`config.mk`:
```
export PLATFORM = sky130hd
export DESIGN_NAME = fb_writer
export DESIGN_NICKNAME = d
export VERILOG_FILES = /design/src/rtl/fb_writer.sv
export SDC_FILE = /design/constraint.sdc
export NUM_CORES = 1
export LEC_CHECK = 0
export ABC_AREA = 1
export CAP_MARGIN = 20
export CORE_ASPECT_RATIO = 1.1
export CORE_MARGIN = 5
export CORE_UTILIZATION = 50
export DETAILED_ROUTE_END_ITERATION = 8
export PLACE_DENSITY = 0.91
export SYNTH_ARGS = -nofsm -noshare
export SYNTH_HDL_FRONTEND = slang
export SYNTH_SLANG_ARGS = --single-unit
```
`constraint.sdc`:
```
create_clock -name clk -period 7 [get_ports clk]
set_clock_uncertainty 0.05 [all_clocks]
set_input_delay 1.05 -clock clk [delete_from_list [all_inputs] [get_ports clk]]
set_output_delay 1.05 -clock clk [all_outputs]
set_load 0.03 [all_outputs]
```
`src/rtl/fb_writer.sv`:
```
// fb_writer: write side of a double-buffered frame buffer.
// It accepts single-pixel writes, runs whole-buffer fills, and swaps the
// front and back buffers at a frame boundary.
// Optional feature macro: FB_COLOR_KEY_EN. When it is defined, accepted
// pixels that match COLOR_KEY are discarded. Fills always write.
module fb_writer #(
  parameter int          H_RES     = 640,
  parameter int          V_RES     = 480,
  parameter int          BUF_SIZE  = 307200,
  parameter logic [23:0] COLOR_KEY = 24'h000000
) (
  input  logic        clk,
  input  logic        rst,
  input  logic        pix_valid,
  output logic        pix_ready,
  input  logic [9:0]  pix_x,
  input  logic [9:0]  pix_y,
  input  logic [23:0] pix_color,
  input  logic        fill_start,
  input  logic [23:0] fill_color,
  input  logic        swap_req,
  input  logic        frame_sync,
  output logic        busy,
  output logic        swap_done,
  output logic [19:0] display_offset,
  output logic [19:0] ram_address,
  output logic        ram_write_enable,
  output logic [23:0] ram_data
);

  typedef enum logic [1:0] {
    IDLE      = 2'd0,
    FILL      = 2'd1,
    SWAP_WAIT = 2'd2
  } state_t;

  localparam logic [19:0] BUF_W = 20'(BUF_SIZE);
  localparam logic [19:0] H_W   = 20'(H_RES);
  localparam logic [19:0] V_W   = 20'(V_RES);
`ifdef FB_COLOR_KEY_EN
  localparam logic KEY_EN = 1'b1;
`else
  localparam logic KEY_EN = 1'b0;
`endif

  state_t      state, state_next;
  logic        front, front_next;          // 0: buffer 0 is displayed
  logic [19:0] fill_cnt, fill_cnt_next;
  logic [23:0] fill_data, fill_data_next;
  logic [19:0] addr_next;
  logic        we_next;
  logic [23:0] data_next;
  logic        swap_done_next;

  logic [19:0] back_offset;
  logic [19:0] pix_addr;
  logic        in_range;
  logic        key_drop;

  // Pixel address decode: the product is formed at full 20-bit width, then the back offset is added.
  assign back_offset = front ? 20'd0 : BUF_W;
  assign pix_addr    = back_offset + ({10'd0, pix_y} * H_W) + {10'd0, pix_x};
  assign in_range    = ({10'd0, pix_x} < H_W) && ({10'd0, pix_y} < V_W);
  assign key_drop    = KEY_EN && (pix_color == COLOR_KEY);

  // Next-state and next-output logic for the IDLE/FILL/SWAP_WAIT controller.
  always_comb begin
    state_next     = state;
    front_next     = front;
    fill_cnt_next  = fill_cnt;
    fill_data_next = fill_data;
    addr_next      = ram_address;
    we_next        = 1'b0;
    data_next      = ram_data;
    swap_done_next = 1'b0;
    case (state)
      IDLE: begin
        if (fill_start) begin
          // The first fill word goes out in the next cycle.
          state_next     = FILL;
          fill_data_next = fill_color;
          fill_cnt_next  = 20'd1;
          addr_next      = back_offset;
          we_next        = 1'b1;
          data_next      = fill_color;
        end else if (swap_req) begin
          state_next = SWAP_WAIT;
        end else if (pix_valid && pix_ready && in_range && !key_drop) begin
          addr_next = pix_addr;
          we_next   = 1'b1;
          data_next = pix_color;
        end else begin
          state_next = IDLE;
        end
      end
      FILL: begin
        if (fill_cnt == BUF_W) begin
          state_next = IDLE;
        end else begin
          addr_next     = back_offset + fill_cnt;
          we_next       = 1'b1;
          data_next     = fill_data;
          fill_cnt_next = fill_cnt + 20'd1;
        end
      end
      SWAP_WAIT: begin
        if (frame_sync) begin
          front_next     = ~front;
          swap_done_next = 1'b1;
          state_next     = IDLE;
        end else begin
          state_next = SWAP_WAIT;
        end
      end
      default: begin
        state_next = IDLE;
      end
    endcase
  end

  // State and registered-output update, with synchronous reset.
  always_ff @(posedge clk) begin
    if (rst) begin
      state            <= IDLE;
      front            <= 1'b0;
      fill_cnt         <= 20'd0;
      fill_data        <= 24'd0;
      ram_address      <= 20'd0;
      ram_write_enable <= 1'b0;
      ram_data         <= 24'd0;
      swap_done        <= 1'b0;
      display_offset   <= 20'd0;
      busy             <= 1'b0;
      pix_ready        <= 1'b1;
    end else begin
      state            <= state_next;
      front            <= front_next;
      fill_cnt         <= fill_cnt_next;
      fill_data        <= fill_data_next;
      ram_address      <= addr_next;
      ram_write_enable <= we_next;
      ram_data         <= data_next;
      swap_done        <= swap_done_next;
      display_offset   <= front_next ? BUF_W : 20'd0;
      busy             <= (state_next != IDLE);
      pix_ready        <= (state_next == IDLE);
    end
  end

endmodule

```
**Word-level counts from Yosys, hierarchy flattened**

Cells that the tools add are included.

- Bits of input ports: 74
- Register bits: 115
- Word-level logic and storage cells: 67
- Output and inout port bits: 68

- Eq/ne operators: 7
- Reduce and logical (&&, ||, !) cells: 11
- Multiplexer cells: 29
- $add $sub $neg: 4
- Multipliers: 1
- Magnitude comparators: 2
- Bitwise logic cells: 2

Operators by type and width:

| kind | number |
|---|---|
| 20-bit two-way mux | 6 |
| 24-bit two-way mux | 4 |
| 20-bit case mux with 2 select lines | 2 |
| 24-bit case mux with 2 select lines | 1 |
| 19-bit by 20-bit adder with 20-bit output | 2 |
| 19-bit two-way mux | 2 |
| 20-bit by 1-bit adder with 20-bit output, second input constant | 1 |
| 20-bit by 10-bit adder with 20-bit output | 1 |
| 20-bit by 19-bit == test with 1-bit output, second input constant | 1 |
| 10-bit by 3-bit multiplier with 13-bit output, second input constant | 1 |
| 10-bit < comparator, second input constant | 1 |
| 10-bit by 9-bit < comparator with 1-bit output, second input constant | 1 |
| 2-bit two-way mux | 5 |
| 1-bit two-way mux | 7 |
| 3-bit inequality test, second input constant | 2 |
| 2-bit case mux with 3 select lines | 1 |
| 2-bit logical NOT | 2 |
| 2-bit inequality test, second input constant | 2 |
| 4-bit AND reduction | 1 |
| 2-bit nonzero test | 2 |
| 1-bit logical AND | 3 |
| 3-bit AND reduction | 1 |
| 2-bit by 1-bit == test with 1-bit output, second input constant | 1 |
| 2-bit == test, second input constant | 1 |
| other kinds (4) | 5 |

**Depth between registers and ports, before layout**

Gate-level depths: netlist of run 1.

- Depth after elaboration: 8
- Depth in mapped cells: 18
- Mapped depth without buffers: 18

**Least setup slack after synthesis of run 1**

Ideal clock, no wire load.

- Path kind: input port to flip-flop
- From: in pix_y[3]
- To: reg ram_address[18]
- Data required time: 6.880 ns
- Buffers on the path: 0
- Setup time: 0.070 ns
- Data arrival time: 3.158 ns
- Cell stages on the path: 18
- Slack: 3.722 ns
- Cell sequence: ha_1 > ha_1 > nand3_1 > nand3_2 > xor2_1 > ha_1 > nand2_1 > nor3_1 > nand2_1 > nand2_1 > nand2_1 > nand2_1 > nand2_1 > nand2_1 > nand3_1 > nand2_1 > nand2_1 > a21oi_1

- Word-level cells in the longest chain between the ends: 7
- Elaborated cells between the ends (all ways): 12
- Classes of those cells: add/sub (2); mul (1); order compare (1); eq/ne (1); mux (4); reduce/logical (3)

RTL lines:

| what | RTL line | RTL |
|---|---|---|
| from (decl) | 17 | `input logic [9:0] pix_y,` |
| 10-bit by 3-bit multiplier with 13-bit output | 62 | `assign pix_addr = back_offset + ({10'd0, pix_y} * H_W) + {10'd0, pix_x};` |
| 19-bit by 20-bit adder with 20-bit output | 62 |  |
| 20-bit by 10-bit adder with 20-bit output | 62 |  |
| 20-bit two-way mux | 88 | `end else if (pix_valid && pix_ready && in_range && !key_drop) begin` |
| 20-bit two-way mux | 86 | `end else if (swap_req) begin` |
| 20-bit two-way mux | 78 | `if (fill_start) begin` |
| 20-bit case mux with 2 select lines | 76 | `case (state)` |
| to (signal assigned) | 140 | `ram_address <= addr_next;` |
| to (decl) | 26 | `output logic [19:0] ram_address,` |

Several ways; a longest one is shown, not always the timed one. The select of a mux whose other input is x is not followed.
A chain may end at the register's enable or synchronous reset.

**Worst setup path after layout of run 1**

- From: in fill_start
- To: reg fill_cnt[1]

- Word-level cells in the longest chain between the ends: 2

RTL lines:

| what | RTL line | RTL |
|---|---|---|
| from (decl) | 19 | `input logic fill_start,` |
| 2-bit inequality test (no source line) | -- |  |
| 3-bit AND reduction (no source line) | -- |  |
| to (signal assigned) | 138 | `fill_cnt <= fill_cnt_next;` |
| to (decl) | 48 | `logic [19:0] fill_cnt, fill_cnt_next;` |

No other way between the ends.

==> results list, run 1 <==
- Status: complete, no violations
* Post-synth ARST share: 0
- The number of antenna violations at the first check in global routing was 0.
- Measured in cells, the most critical reg-to-reg path has a length of 9.
- Buffer count from post-CTS setup fixing: 0
- Counting instances, the worst hold path has a depth of 2.
- The synthesized design contains 95 register bits.
* First-pass iteration count of the detailed router: 5
- Most repeated cell in the gate-level netlist after synthesis: sky130_fd_sc_hd__nand2_1
* Setup TNS after final layout: 0 ns
- Worst hold-check path type: reg2reg
- Measured along the y axis, the die boundary spans 121.7 um.
* Number of max-capacitance violations reported: 0
- Data arrives at the worst endpoint at between 4 and 5 ns.
- Mapped cell area: 5673 um2
- Number of input and output port buffers inserted: roughly 130
- For this configuration, the core starts out at a cell density of 0.5152.
- Power per standard cell area: 225.8 nW/um2
* Slew margin rel.: 0.4576
* Critical path startpoint category: input port
* Signed area change from the synthesized netlist to the final layout: 25.41%
* Cells after DPL: approximately 1.0k
- The average instance in the mapped netlist occupies ~7 um2.
* Maximum achievable frequency: 0.2345 GHz
* Total power: roughly 1.6 mW
- The first global-routing pass estimated 25.61 mm of wire.
- The congestion estimate from routability-driven global placement came to 0.8947.
* Via count: a little under 6k
* Via/cell ratio: ~5.5
- The commonest cells after synthesis are 147 x sky130_fd_sc_hd__nand2_1, 95 x sky130_fd_sc_hd__dfxtp_1, 95 x sky130_fd_sc_hd__nor2_1, 73 x sky130_fd_sc_hd__a21oi_1, 63 x sky130_fd_sc_hd__o21ai_0.
* Overflow left after global routing: 0
- Worst hold slack: roughly 0.44 ns
- Std-Cell Core Area: roughly 11000 um2
- VDD sags by at most between 0.15 and 0.2 mV.
- Initial detailed-routing violation count: 430
- Post-layout min period: between 4 and 5 ns
- Num ports: roughly 140
- The via count of the first global-routing pass is between 5k and 6k.
- In this run, synthesis inferred 0 flip-flops with an integrated enable.
- Worst-path fanout max: 37
- Synthesis handed over a netlist of roughly 810 instances.
* Final Cycle Share: 0.6091
- The floorplan step defined a die boundary enclosing 13580 um2.
- The synthesized netlist contains 45 unique library cells.
- Setup repair after global routing left no endpoint under its margin.
- The largest total area in the synthesized netlist belongs to sky130_fd_sc_hd__dfxtp_1.
- Fin util: 0.6461
- Across every metal layer, demand over resource in global routing totals 0.2260.
- The share of the Yosys chip area taken by registers is 0.3352.
- Layout net count: about 1k
* Total clock buffers created by CTS: 9
- The clock reaches the later pin of the worst-skew pair after around 0.34 ns.
- Routed wire length per instance: between 15 and 20 um
- Entering global routing, the biggest net connects 66 pins.
- The share of synthesized area in the top cell type comes to 0.3352.
* Hold-fix buffers, CTS: 0
- For this run, design rule violations remaining after detail routing come to 0.
* Cell chosen for the clock root: sky130_fd_sc_hd__clkbuf_16
- For this design, the slowest cell found on the critical path is sky130_fd_sc_hd__clkdlybuf4s50_1.
* Diode insertion count for antenna repair: 0
- Static Leak: a little under 3 nW
- Final number of setup-violating endpoints: 0
* Post-route non-filler standard cell count: around 1.0k
* Cells resized by post-CTS repair: 0
- Slew at the pin with the worst max-slew slack: between 0.8 and 0.9 ns
- The clock passes through at most 2 buffers.
- After floorplanning, the core was divided into 40 placement rows.
- Critical Path End Type: flop
- The final number of max-transition violations is 0.
- Worst path most repeated cell: sky130_fd_sc_hd__inv_2
- Clock input transition at the sequential cells of the worst setup and hold paths: roughly 0.07 ns
* Top FF cell, synth: sky130_fd_sc_hd__dfxtp_1
- Overall routed net length: roughly 16 mm
- Endpoints failing hold: 0
- From left edge to right edge, the die measures 111.6 um.
- Yosys printed 0 warnings.
* CTS tree: built
- For the worst setup path, the data required time is 7.16 ns.
- Once detailed placement completed, the half-perimeter wirelength came to between 10 and 15 mm.
- ANT nets after route: 0
- Share of layout cells above drive strength 1: 0.05100
- The worst setup path is of the in2reg kind.
* Delay of the slowest critical-path stage: 1.00 ns
- The signal on the critical path passes through clkdlybuf4s50_1, inv_2, nor2_4, inv_2, nand2_1, inv_2, a21oi_1, a211oi_1.
- CTS saw 95 sinks.
* Area contributors post-synth: sky130_fd_sc_hd__dfxtp_1 34%, sky130_fd_sc_hd__nand2_1 9.7%, sky130_fd_sc_hd__a21oi_1 6.4%
* Level count of the clock H-tree: 3
[flip-flops by register name (all words and copies together) (netlist names)]
name and cells:
swap_done 1, ram_address 20, ram_data 24, ram_write_enable 1, busy 1, display_offset 1
fill_data 24, state 2, fill_cnt 20, pix_ready 1
[per-stage QoR]
stage	setup WS, ns	cell area, um2
global route	2.429	7114
global placement	2.350	6807
finish	2.736	7114
floorplan	3.722	5729
detailed placement	2.340	6827
CTS	2.767	7114
[cell type report]
class	count	area (um2)
clock buffer	9	225.2
clock inverter	7	62.56
fill	935	3896
inverter	67	251.5
multi-input combinational	594	3188
sequential	95	1902
tap	147	183.9
timing repair buffer	130	1301
[kinds of logic (layout without fill, tap and decap cells)]
group | Yosys count | after routing | share of synthesized area
AO/OA/AOI/OAI | 214 | 214 | 0.2131
XOR/XNOR | 11 | 11 | 0.01698
adder cells (fa/ha/maj) | 32 | 32 | 0.07455
buffers and inverters | 135 | 213 | 0.1140
flip-flops | 95 | 95 | 0.3352
other | 1 | 16 | 0.0006610
AND/OR/NAND/NOR | 321 | 321 | 0.2455
[routing by layer]
| layer | wire length [um] | global-route usage | share of wire |
|---|---|---|---|
| met1 | 6225 | 0.2697 | 0.39 |
| met2 | 7950 | 0.3959 | 0.50 |
| met3 | 1363 | 0.05763 | 0.085 |
| met4 | 482 | 0.07909 | 0.030 |
| met5 | 0 | 0 | 0 |
[layout by cell type, fill, tap and decap left out, types with 3 or more instances in the layout]
cell type,synthesis,routed
sky130_fd_sc_hd__conb_1,1,16
sky130_fd_sc_hd__o21ai_0,63,63
sky130_fd_sc_hd__inv_1,58,58
sky130_fd_sc_hd__dfxtp_1,95,95
sky130_fd_sc_hd__o21ai_1,22,22
sky130_fd_sc_hd__nand4_1,13,13
sky130_fd_sc_hd__xnor2_1,3,3
sky130_fd_sc_hd__clkdlybuf4s50_1,0,125
sky130_fd_sc_hd__a31oi_1,4,4
sky130_fd_sc_hd__xor2_1,8,8
sky130_fd_sc_hd__nor2_1,95,94
sky130_fd_sc_hd__nand2_1,147,147
sky130_fd_sc_hd__nand3_1,37,37
sky130_fd_sc_hd__a22oi_1,10,10
sky130_fd_sc_hd__fa_1,3,3
sky130_fd_sc_hd__ha_1,29,29
sky130_fd_sc_hd__a21oi_1,73,73
sky130_fd_sc_hd__a211oi_1,27,27
sky130_fd_sc_hd__clkbuf_16,0,9
sky130_fd_sc_hd__clkinvlp_4,0,3
sky130_fd_sc_hd__buf_4,22,4
sky130_fd_sc_hd__inv_2,9,9
sky130_fd_sc_hd__nor3_1,9,9
sky130_fd_sc_hd__o211ai_1,8,8
[report_power, final]
part	internal, mW	switching (mW)	total (mW)
logic	0.195	0.310	0.505
clock network	0.248	0.228	0.475
registers	0.594	0.0319	0.626
total	1.04	0.570	1.61
[worst max-delay path: cells and delay by family]
kind / cells / cell delay [ns]
simple gates: 2 / 1.07
compound gates: 2 / 0.23
buf+inv: 4 / 2.05
[final timing paths]
kind / end / startpoint / slack [ns]
setup / recovery: fill_cnt[1]$_SDFFE_PP0P_ / fill_start / 2.74
hold / removal: ram_data[14]$_SDFFE_PP0P_ / fill_data[14]$_SDFFE_PP0P_ / 0.44
setup reg to reg: ram_address[14]$_SDFFE_PP0P_ / state[0]$_SDFF_PP0_ / 4.37
hold reg to reg: ram_data[14]$_SDFFE_PP0P_ / fill_data[14]$_SDFFE_PP0P_ / 0.44
No activity file was read; power rests on OpenSTA's default activity.
==> run 2, diff against run 1 <==
clock period = 4.2 ns   (was 7 ns; I/O delays follow)
==> run 2 against run 1 <==
Net effect:
- sequential share of layout area is 0.14 points lower
- core utilization is 0.34 points higher
- first-iteration DRC count is 4.7% higher
- hold slack worse by 0.0035 ns
- cell count is 0.19% higher
- register-to-register slack worse by 2.6 ns
- global-route usage is 0.53 points higher
- routed wire length is 1.1% lower
- critical path type unchanged
- largest power group unchanged
- highest routed layer unchanged
==> results list, run 2 (synthesized netlist as in run 1, its figures left out) <==
* Status: complete, no violations
* Slew at the pin with the worst max-slew slack: roughly 0.60 ns
- Total die area: 13580 um2
- The detailed router finished its first iteration with between 400 and 500 violations.
- Power per standard cell area: approximately 380 nW/um2
* ANT nets after route: 0
* Number of input and output port buffers inserted: 125
- The share of total power dissipated in sequential elements is 0.380.
- The most critical setup path has its startpoint at pix_y[1].
- Across all layers, the routed design uses 5824 vias.
- Seq. cell area: 1902 um2
- In this run the tightest slew margin relative to its limit is 0.6018.
- Worst hold-check path type: reg2reg
* Depth of the most critical reg-to-reg path: 10
- The H-tree was split into 3 levels.
- Cells resized by post-CTS repair: 0
- Arrival time worst endpoint: approximately 3.6 ns
- In this run the most critical hold path is launched from fill_data[2]$_SDFFE_PP0P_.
- The number of antenna diodes in the final layout is 0.
- Clock sink total: 95
- Final number of setup-violating endpoints: 0
* Worst-skew pair later-pin latency: between 0.3 and 0.4 ns
- Counting instances, the worst hold path has a depth of 2.
- Dividing the detail-routed wire length by the instance count gives ~15 um.
* First-pass iteration count of the detailed router: 5
* Via count of the first global-routing pass: about 5.7k
- Clock input transition at the sequential cells of the worst setup and hold paths: ~0.07 ns
- The worst setup path is captured at a flop.
* Critical path startpoint category: input port
- Fraction of power consumed by combinational cells: 0.312
- STA puts the critical path data required time at between 4 and 5 ns.
- Overflow left after global routing: 0
- Measured along the y axis, the die boundary spans 121.7 um.
- For this block, the routed nets add up to 15.84 mm of wire.
- Signed area change from the synthesized netlist to the final layout: 26.07%
- Part of the power in the clock network: 0.308
* Maximum achievable frequency: about 0.3 GHz
- Area occupied by multi-input gates: ~3200 um2
* Site Rows: 40
- Using the TritonRoute via totals, the vias-per-cell ratio works out to ~5.5.
* Final Cycle Share: 0.7951
- Across every metal layer, demand over resource in global routing totals 0.2313.
- The final number of max-transition violations was 0.
- Entering global routing, the biggest net connects 57 pins.
* Regs by FF count: fill_data: 24 flops, ram_data: 24 flops
- Layout net count: just over 1k
- Cell-internal power: 1.799 mW
* Post-layout min period: between 3 and 4 ns
- Leaving out fill and tap cells, the most frequent cell in the layout is sky130_fd_sc_hd__nand2_1.
- Number of max-capacitance violations reported: 0
- Most frequent cells in the layout: 147 x sky130_fd_sc_hd__nand2_1, 125 x sky130_fd_sc_hd__clkdlybuf4s50_1, 95 x sky130_fd_sc_hd__dfxtp_1
- VDD sags by at most 0.2514 mV.
- Fill cells in the final layout number 916.
- Across all hold checks on the routed design, the worst slack comes to 0.4407 ns.
* Maximum buffer depth of the clock tree: 2
- The floorplan step defined a core boundary enclosing approximately 11000 um2.
* Unrepaired setup endpoints after global routing: false
- The number of antenna violations at the first check in global routing was 0.
- Total clock buffers created by CTS: 9
- Buffer count from post-CTS setup fixing: 0
- Num ports: ~140
- Cell chosen for the clock root: sky130_fd_sc_hd__clkbuf_16
- Setup TNS after final layout: 0 ns
- Endpoints failing hold: 0
* Switching component of the power: roughly 930 uW
- The analysis attributes to cell leakage a power of about 3 nW.
- The critical path in this run is classified as in2reg.
* Global-route wire length before repair: ~26 mm
- Detailed placement finished with a half-perimeter wire length of 11.16 mm.
* Effective utilization at floorplan: 0.5152
- Die X: about 110 um
- RD Place Congestion: 0.9138
- Switching power share of the total: 0.3420
* Share of layout cells above drive strength 1: 0.05310
* Hold-fix buffers, CTS: 0
- Count of unresolved DRC violations after routing: 0
* Worst-path fanout max: 5
- Reg-to-reg startpoint: fill_cnt[0]$_SDFFE_PP0P_
* CTS tree: built
==> run 2: worst max-delay path: stages <==
cell and delay, ns:
sky130_fd_sc_hd__clkdlybuf4s50_1 0.48, sky130_fd_sc_hd__ha_1 0.32, sky130_fd_sc_hd__ha_1 0.16, sky130_fd_sc_hd__inv_1 0.05, sky130_fd_sc_hd__fa_1 0.40, sky130_fd_sc_hd__xnor2_1 0.16
sky130_fd_sc_hd__ha_1 0.37, sky130_fd_sc_hd__nand2_1 0.07, sky130_fd_sc_hd__nor3_1 0.14, sky130_fd_sc_hd__nand2_1 0.07, sky130_fd_sc_hd__nand2_1 0.10, sky130_fd_sc_hd__nand2_1 0.06
sky130_fd_sc_hd__nand2_1 0.11, sky130_fd_sc_hd__nand2_1 0.07, sky130_fd_sc_hd__nand2_1 0.07, sky130_fd_sc_hd__nand3_1 0.06, sky130_fd_sc_hd__nand2_1 0.07, sky130_fd_sc_hd__nand2_1 0.05
sky130_fd_sc_hd__a21oi_1 0.13
==> run 2: power by group through the flow <==
| stage | Clock (mW) | Combinational (mW) | Sequential [mW] |
|---|---|---|---|
| after global placement | 0 | 0.828 | 1.05 |
| after CTS | 0.846 | 0.851 | 1.04 |
| after global routing | 0.883 | 0.939 | 1.05 |
| final | 0.842 | 0.854 | 1.04 |
| after detailed placement | 0 | 0.843 | 1.06 |
| after floorplan | 0 | 0.444 | 1.17 |
==> run 2: layout make-up <==
class / count / share of cell area
Clock buffer: 10 / 0.03341
Timing Repair Buffer: 133 / 0.1851
Inverter: 67 / 0.03516
Sequential cell: 95 / 0.2659
Multi-Input combinational cell: 594 / 0.4458
Clock inverter: 5 / 0.008922
Tap cell: 147 / 0.02572
==> run 2: final timing paths <==
check / end / slack (ns)
min reg2reg: fill_data[2]$_SDFFE_PP0P_ / 0.44
min: fill_data[2]$_SDFFE_PP0P_ / 0.44
max reg2reg: ram_data[22]$_SDFFE_PP0P_ / 1.79
max: ram_address[18]$_SDFFE_PP0P_ / 0.86
==> run 2: stage by stage <==
step | instance area, um2 | utilization | std cells | total power [mW] | worst slack, ns
floorplan | 5729 | - | 824 | 1.614 | 1.342
global placement | 6849 | 0.6220 | 1036 | 1.883 | 0.6902
detailed placement | 6849 | 0.6220 | 1036 | 1.899 | 0.5901
CTS | 7152 | 0.6495 | 1051 | 2.735 | 0.9118
global route | 7152 | 0.6495 | 1051 | 2.871 | 0.5514
finish | 7152 | 0.6495 | 1051 | 2.734 | 0.8607
==> run 2: per-layer routing <==
layer,global-route usage,vias to the layer above,share of wire
met5,0,-,0
met3,0.05464,44,0.083
met1,0.2758,2641,0.40
li1,-,2868,-
met2,0.3933,271,0.48
met4,0.1118,0,0.035
